<file path="src/rtl/mem_bus_arbiter_pkg.sv">
// Shared types and helpers for the memory bus arbiter.
// Covers FSM states, port owner encoding and the round-robin pick.
package mem_bus_arbiter_pkg;

    typedef enum logic [1:0] {
        ST_IDLE  = 2'd0,
        ST_ADDR  = 2'd1,
        ST_RDATA = 2'd2,
        ST_WDATA = 2'd3
    } arb_state_t;

    typedef enum logic {
        OWN_ICACHE = 1'b0,
        OWN_DCACHE = 1'b1
    } arb_owner_t;

    // Dcache wins when alone, or on a tie when icache was served last.
    function automatic logic pick_dcache(
        input logic       ireq,
        input logic       dreq,
        input arb_owner_t rr_last
    );
        return dreq && (!ireq || rr_last == OWN_ICACHE);
    endfunction

endpackage

</file>
<file path="src/rtl/mem_arb_beat_cnt.sv">
// Beat counter for one burst: clear, enable and last-beat flag.
// Wraps to zero naturally because BURST_LEN is a power of two.
module mem_arb_beat_cnt #(
    parameter int BURST_LEN = 4
) (
    input  logic                         clk,
    input  logic                         rst,
    input  logic                         en,
    input  logic                         clr,
    output logic [$clog2(BURST_LEN)-1:0] cnt,
    output logic                         last
);

    localparam int CW = $clog2(BURST_LEN);

    always_ff @(posedge clk or negedge rst) begin
        if (!rst) begin
            cnt <= '0;
        end else if (clr) begin
            cnt <= '0;
        end else if (en) begin
            cnt <= cnt + CW'(1);
        end
    end

    assign last = (cnt == CW'(BURST_LEN - 1));

endmodule

</file>
<file path="src/rtl/mem_bus_arbiter.sv">
// Round-robin arbiter sharing one burst memory port between icache and dcache.
// One transaction in flight; grant and data paths are combinational off state.
module mem_bus_arbiter
    import mem_bus_arbiter_pkg::*;
#(
    parameter int ADDR_W    = 32,
    parameter int DATA_W    = 64,
    parameter int BURST_LEN = 4
) (
    input  logic              clk,
    input  logic              rst,
    input  logic              icache_req_i,
    input  logic [ADDR_W-1:0] icache_addr_i,
    output logic              icache_gnt_o,
    output logic              icache_rvalid_o,
    output logic [DATA_W-1:0] icache_rdata_o,
    output logic              icache_done_o,
    input  logic              dcache_req_i,
    input  logic              dcache_we_i,
    input  logic [ADDR_W-1:0] dcache_addr_i,
    output logic              dcache_gnt_o,
    output logic              dcache_rvalid_o,
    output logic [DATA_W-1:0] dcache_rdata_o,
    input  logic [DATA_W-1:0] dcache_wdata_i,
    output logic              dcache_wready_o,
    output logic              dcache_done_o,
    output logic              mem_req_o,
    output logic              mem_we_o,
    output logic [ADDR_W-1:0] mem_addr_o,
    input  logic              mem_gnt_i,
    output logic              mem_wvalid_o,
    output logic [DATA_W-1:0] mem_wdata_o,
    input  logic              mem_wready_i,
    input  logic              mem_rvalid_i,
    input  logic [DATA_W-1:0] mem_rdata_i
);

    localparam int CW = $clog2(BURST_LEN);

    arb_state_t        state;
    arb_owner_t        owner;
    arb_owner_t        rr_last;
    logic [ADDR_W-1:0] addr_q;
    logic              we_q;
    logic [CW-1:0]     beat_cnt;
    logic              last_beat;

    logic req_any;
    logic pick_d;
    logic rd_beat;
    logic wr_beat;

    assign req_any = icache_req_i || dcache_req_i;
    assign pick_d  = pick_dcache(icache_req_i, dcache_req_i, rr_last);
    assign rd_beat = (state == ST_RDATA) && mem_rvalid_i;
    assign wr_beat = (state == ST_WDATA) && mem_wready_i;

    mem_arb_beat_cnt #(
        .BURST_LEN(BURST_LEN)
    ) u_beat_cnt (
        .clk (clk),
        .rst (rst),
        .en  (rd_beat || wr_beat),
        .clr ((state == ST_ADDR) && mem_gnt_i),
        .cnt (beat_cnt),
        .last(last_beat)
    );

    always_ff @(posedge clk or negedge rst) begin
        if (!rst) begin
            state   <= ST_IDLE;
            owner   <= OWN_ICACHE;
            rr_last <= OWN_ICACHE;
            addr_q  <= '0;
            we_q    <= 1'b0;
        end else begin
            unique case (state)
                ST_IDLE: begin
                    if (req_any) begin
                        owner   <= pick_d ? OWN_DCACHE : OWN_ICACHE;
                        rr_last <= pick_d ? OWN_DCACHE : OWN_ICACHE;
                        addr_q  <= pick_d ? dcache_addr_i : icache_addr_i;
                        we_q    <= pick_d && dcache_we_i;
                        state   <= ST_ADDR;
                    end
                end
                ST_ADDR: begin
                    if (mem_gnt_i) state <= we_q ? ST_WDATA : ST_RDATA;
                end
                ST_RDATA: begin
                    if (rd_beat && last_beat) state <= ST_IDLE;
                end
                ST_WDATA: begin
                    if (wr_beat && last_beat) state <= ST_IDLE;
                end
                default: state <= ST_IDLE;
            endcase
        end
    end

    // Everything is forced low while reset is held, including the grants.
    always_comb begin
        icache_gnt_o    = 1'b0;
        icache_rvalid_o = 1'b0;
        icache_rdata_o  = '0;
        icache_done_o   = 1'b0;
        dcache_gnt_o    = 1'b0;
        dcache_rvalid_o = 1'b0;
        dcache_rdata_o  = '0;
        dcache_wready_o = 1'b0;
        dcache_done_o   = 1'b0;
        mem_req_o       = 1'b0;
        mem_we_o        = 1'b0;
        mem_addr_o      = '0;
        mem_wvalid_o    = 1'b0;
        mem_wdata_o     = '0;
        if (rst) begin
            icache_rdata_o = mem_rdata_i;
            dcache_rdata_o = mem_rdata_i;
            unique case (state)
                ST_IDLE: begin
                    icache_gnt_o = req_any && !pick_d;
                    dcache_gnt_o = req_any && pick_d;
                end
                ST_ADDR: begin
                    mem_req_o  = 1'b1;
                    mem_we_o   = we_q;
                    mem_addr_o = addr_q;
                end
                ST_RDATA: begin
                    if (owner == OWN_DCACHE) begin
                        dcache_rvalid_o = mem_rvalid_i;
                        dcache_done_o   = rd_beat && last_beat;
                    end else begin
                        icache_rvalid_o = mem_rvalid_i;
                        icache_done_o   = rd_beat && last_beat;
                    end
                end
                ST_WDATA: begin
                    mem_wvalid_o    = 1'b1;
                    mem_wdata_o     = dcache_wdata_i;
                    dcache_wready_o = mem_wready_i;
                    dcache_done_o   = wr_beat && last_beat;
                end
                default: ;
            endcase
        end
    end

endmodule

</file>
<file path="config.mk">
export PLATFORM = sky130hd
export DESIGN_NAME = mem_bus_arbiter
export DESIGN_NICKNAME = d
export VERILOG_FILES = /design/src/rtl/mem_bus_arbiter_pkg.sv /design/src/rtl/mem_arb_beat_cnt.sv /design/src/rtl/mem_bus_arbiter.sv
export SDC_FILE = /design/constraint.sdc
export NUM_CORES = 1
export LEC_CHECK = 0
export CORE_AREA = 2 2 167 169
export CTS_CLUSTER_DIAMETER = 200
export DETAILED_ROUTE_END_ITERATION = 16
export DIE_AREA = 0 0 169 171
export PLACE_DENSITY = 0.53
export SETUP_SLACK_MARGIN = 0.5
export SKIP_CTS_REPAIR_TIMING = 1
export SYNTH_ARGS = -nofsm -noshare
export SYNTH_HDL_FRONTEND = slang
export SYNTH_SLANG_ARGS = --single-unit
</file>
<file path="constraint.sdc">
create_clock -name clk -period 1.9 [get_ports clk]
set_clock_uncertainty 0.1 [all_clocks]
set_input_delay 0.38 -clock clk [delete_from_list [all_inputs] [get_ports clk]]
set_output_delay 0.38 -clock clk [all_outputs]
set_load 0.1 [all_outputs]
</file>
==> results.cfg <==
[routing]
drc = 0
antenna_left = 0
wl_per_cell_um = 19.7
first_pass_iters = 4
routed_wirelength_mm = 22.6
viasPerCell = 3.82
dr_total_vias = 4385
drt-initial-drc-count = 86

[critical_path]
crit_path_max_fanout = 5
crit_slowest_cell = dfrtp_2
critPathMaxStageDelay_ns = 0.45
critPathCaptureType = output pin
crit_chain = buf_6 > nor2b_4 > and4b_4 > and2_4 > buf_12
arrival_ns = 1.60
required_ns = 1.42
setup.worst_path.class = reg -> out
critPathLaunchType = flop

[synth]
synth_seq_area_share_pct = 27.8
syn_area_per_cell_sq_um = 8.61
synthArstFlopShare_pct = 100
syn_area_sq_um = 3430
yosysWarnings = 0
synth_area_leader_cell = and2_1
synth_edf_count = 0
syn-num-nets = 599
yosysUniqueCellTypes = 31
ys_ff_latch = 38
synth.area.top_cells = and2_1, dfrtp_1, buf_4
netlist_instances = 398
synthFlopType = dfrtp_1
yosys.area.top_type_share_pct = 30.1

[clocking]
clk_latency_ns = 0.28
htree_levels = 2
clock_sinks = 38
clockRootBuffer = clkbuf_16
clock_path_buffers = 2
clk_pin_slew_ns = 0.06
numCtsBuffers = 5
cts_tree = done

[pwr]
switchingPower_uw = 5730
p_sw_share_pct = 51.0
powerDensity_nw_per_um2 = 968
ir_drop_v = 0.000547
clkPwrFrac_pct = 7.7
seq_power_share_pct = 13.0
p_comb_share_pct = 79.3
p_int_uw = 5510
p_leak_uw = 0.00543

[final_layout]
fin_nets = 1001
layout_commonest_cell = buf_12
drive_gt1_share_pct = 60.5
layout_common_cells = buf_12, and2_4, clkdlybuf4s50_1
final_area_sq_um = 11600
synthToLayoutAreaGrowth_pct = 239

[grt]
grt_pass1_wl_mm = 28.4
grtUsageTotal_pct = 13.2
antenna_found_initial = 2
grt-ovfl-total = 0
grt_pass1_vias = 4274
grt_max_degree = 45

[worst_hold_path]
hp-class = in -> async

[timing]
fin_crit_sh_pct = 109
slew_viol_final = 0
fin_setup_tns_ns = -12.72
tightestPinTransition_ns = 0.403
final-hold-violation-count = 0
setup_viol = 105
period_minus_slack_ns = 2.08
maxSlewHeadroom_pct = 73.2
rsz0062_at_grt = true
fmaxAchievable_mhz = 481
layout_setup_ws_ns = -0.178

[placement]
pre_cts_ws_ns = -0.142
dp.final_hpwl_mm = 17.5
port_buffers = 433
place_congestion = 0.753
placed_cell_area_sq_um = 10600

[floorplan]
die_y_um = 171
die_area_sq_um = 28900
num_rows = 61
die_w_um = 169
ioPinCount = 434
initial_core_util_pct = 12.5
core_area_sq_um = 27300

[run_status]
violations = setup timing
status = finished, violations left

[run]
maxCapViolations = 0
## through the flow
stage / power [uW] / util, % / hold WS [ns] / std cells
2_1_floorplan: 7070 / - / -0.0156 / 398
3_3_place_gp: 9760 / 38.6 / 0.266 / 1102
3_5_place_dp: 9820 / 38.6 / 0.272 / 1102
4_1_cts: 10700 / 39.2 / -0.0341 / 1110
5_1_grt: 11700 / 42.5 / 0.154 / 1148
6_report: 11200 / 42.5 / 0.142 / 1148
## Yosys cell counts (2+ instances only)
cell type,number
clkbuf_1,21
and3_1,2
dfrtp_1,38
o21ai_0,3
buf_4,64
buf_6,5
nand2_1,6
mux2i_1,4
nand3_1,2
and2_1,165
a221o_1,32
buf_2,7
a21boi_0,31
## power by group through the flow
stage	combinational [uW]	clock (uW)	sequential, uW
final	8920	861	1460
after global routing	9230	919	1520
after CTS	8370	890	1460
after detailed placement	8350	0	1470
after floorplan	5710	0	1360
after global placement	8300	0	1460
## registers in the layout, summed over array words and instances, names as in the netlist
name	count
addr_q	32
state	2
u_beat_cnt.cnt	2
rr_last	1
we_q	1
## cell type report
class                      instances  area (sq um)
antenna                            1          2.50
tap                              346           433
multi-input combinational        261          2290
inverter                           1          3.75
clock buffer                       6           139
fill                            2537         15700
sequential                        38           955
clock inverter                     2          12.5
timing repair buffer             493          7780
## worst max-delay path, delay by kind of cell (launching register included)
kind	cells	cell delay, ns
and+or+nand+nor	3	0.54
buffers and inverters	2	0.32
DFF	1	0.45
## final timing paths
check                             startpoint                 to  slack (ns)  cells past startpoint
max in group asynchronous                rst          addr_q[4]        0.96                      5
max reg2reg                         state[0]         addr_q[30]        0.35                      5
max                                 state[0]      icache_done_o       -0.18                      5
min in group clk           u_beat_cnt.cnt[1]  u_beat_cnt.cnt[1]        0.47                      2
min reg2reg                u_beat_cnt.cnt[1]  u_beat_cnt.cnt[1]        0.47                      2
min                                      rst         addr_q[14]        0.14                      4
## metal layers
| layer | GRT usage (%) | part of all wire [%] | wire, um | vias up |
|---|---|---|---|---|
| li1 | - | - | - | 2074 |
| met1 | 14.5 | 36 | 8190 | 2080 |
| met2 | 24.8 | 55 | 12300 | 216 |
| met3 | 4.26 | 8.0 | 1810 | 13 |
| met4 | 2.45 | 1.1 | 250 | 2 |
| met5 | 0 | 0.058 | 13 | - |
## logic make-up after synthesis
kind of cell | count (synthesis) | synth area share, %
DFF | 38 | 27.8
AOI/OAI and AO/OA | 71 | 17.7
adders and majority gates | 1 | 0.365
xor gates and xnor gates | 1 | 0.256
buffers and inverters | 99 | 19.2
and+or+nand+nor | 184 | 33.6
muxes | 4 | 1.17
Note: power is estimated with default switching activity, not from simulation.
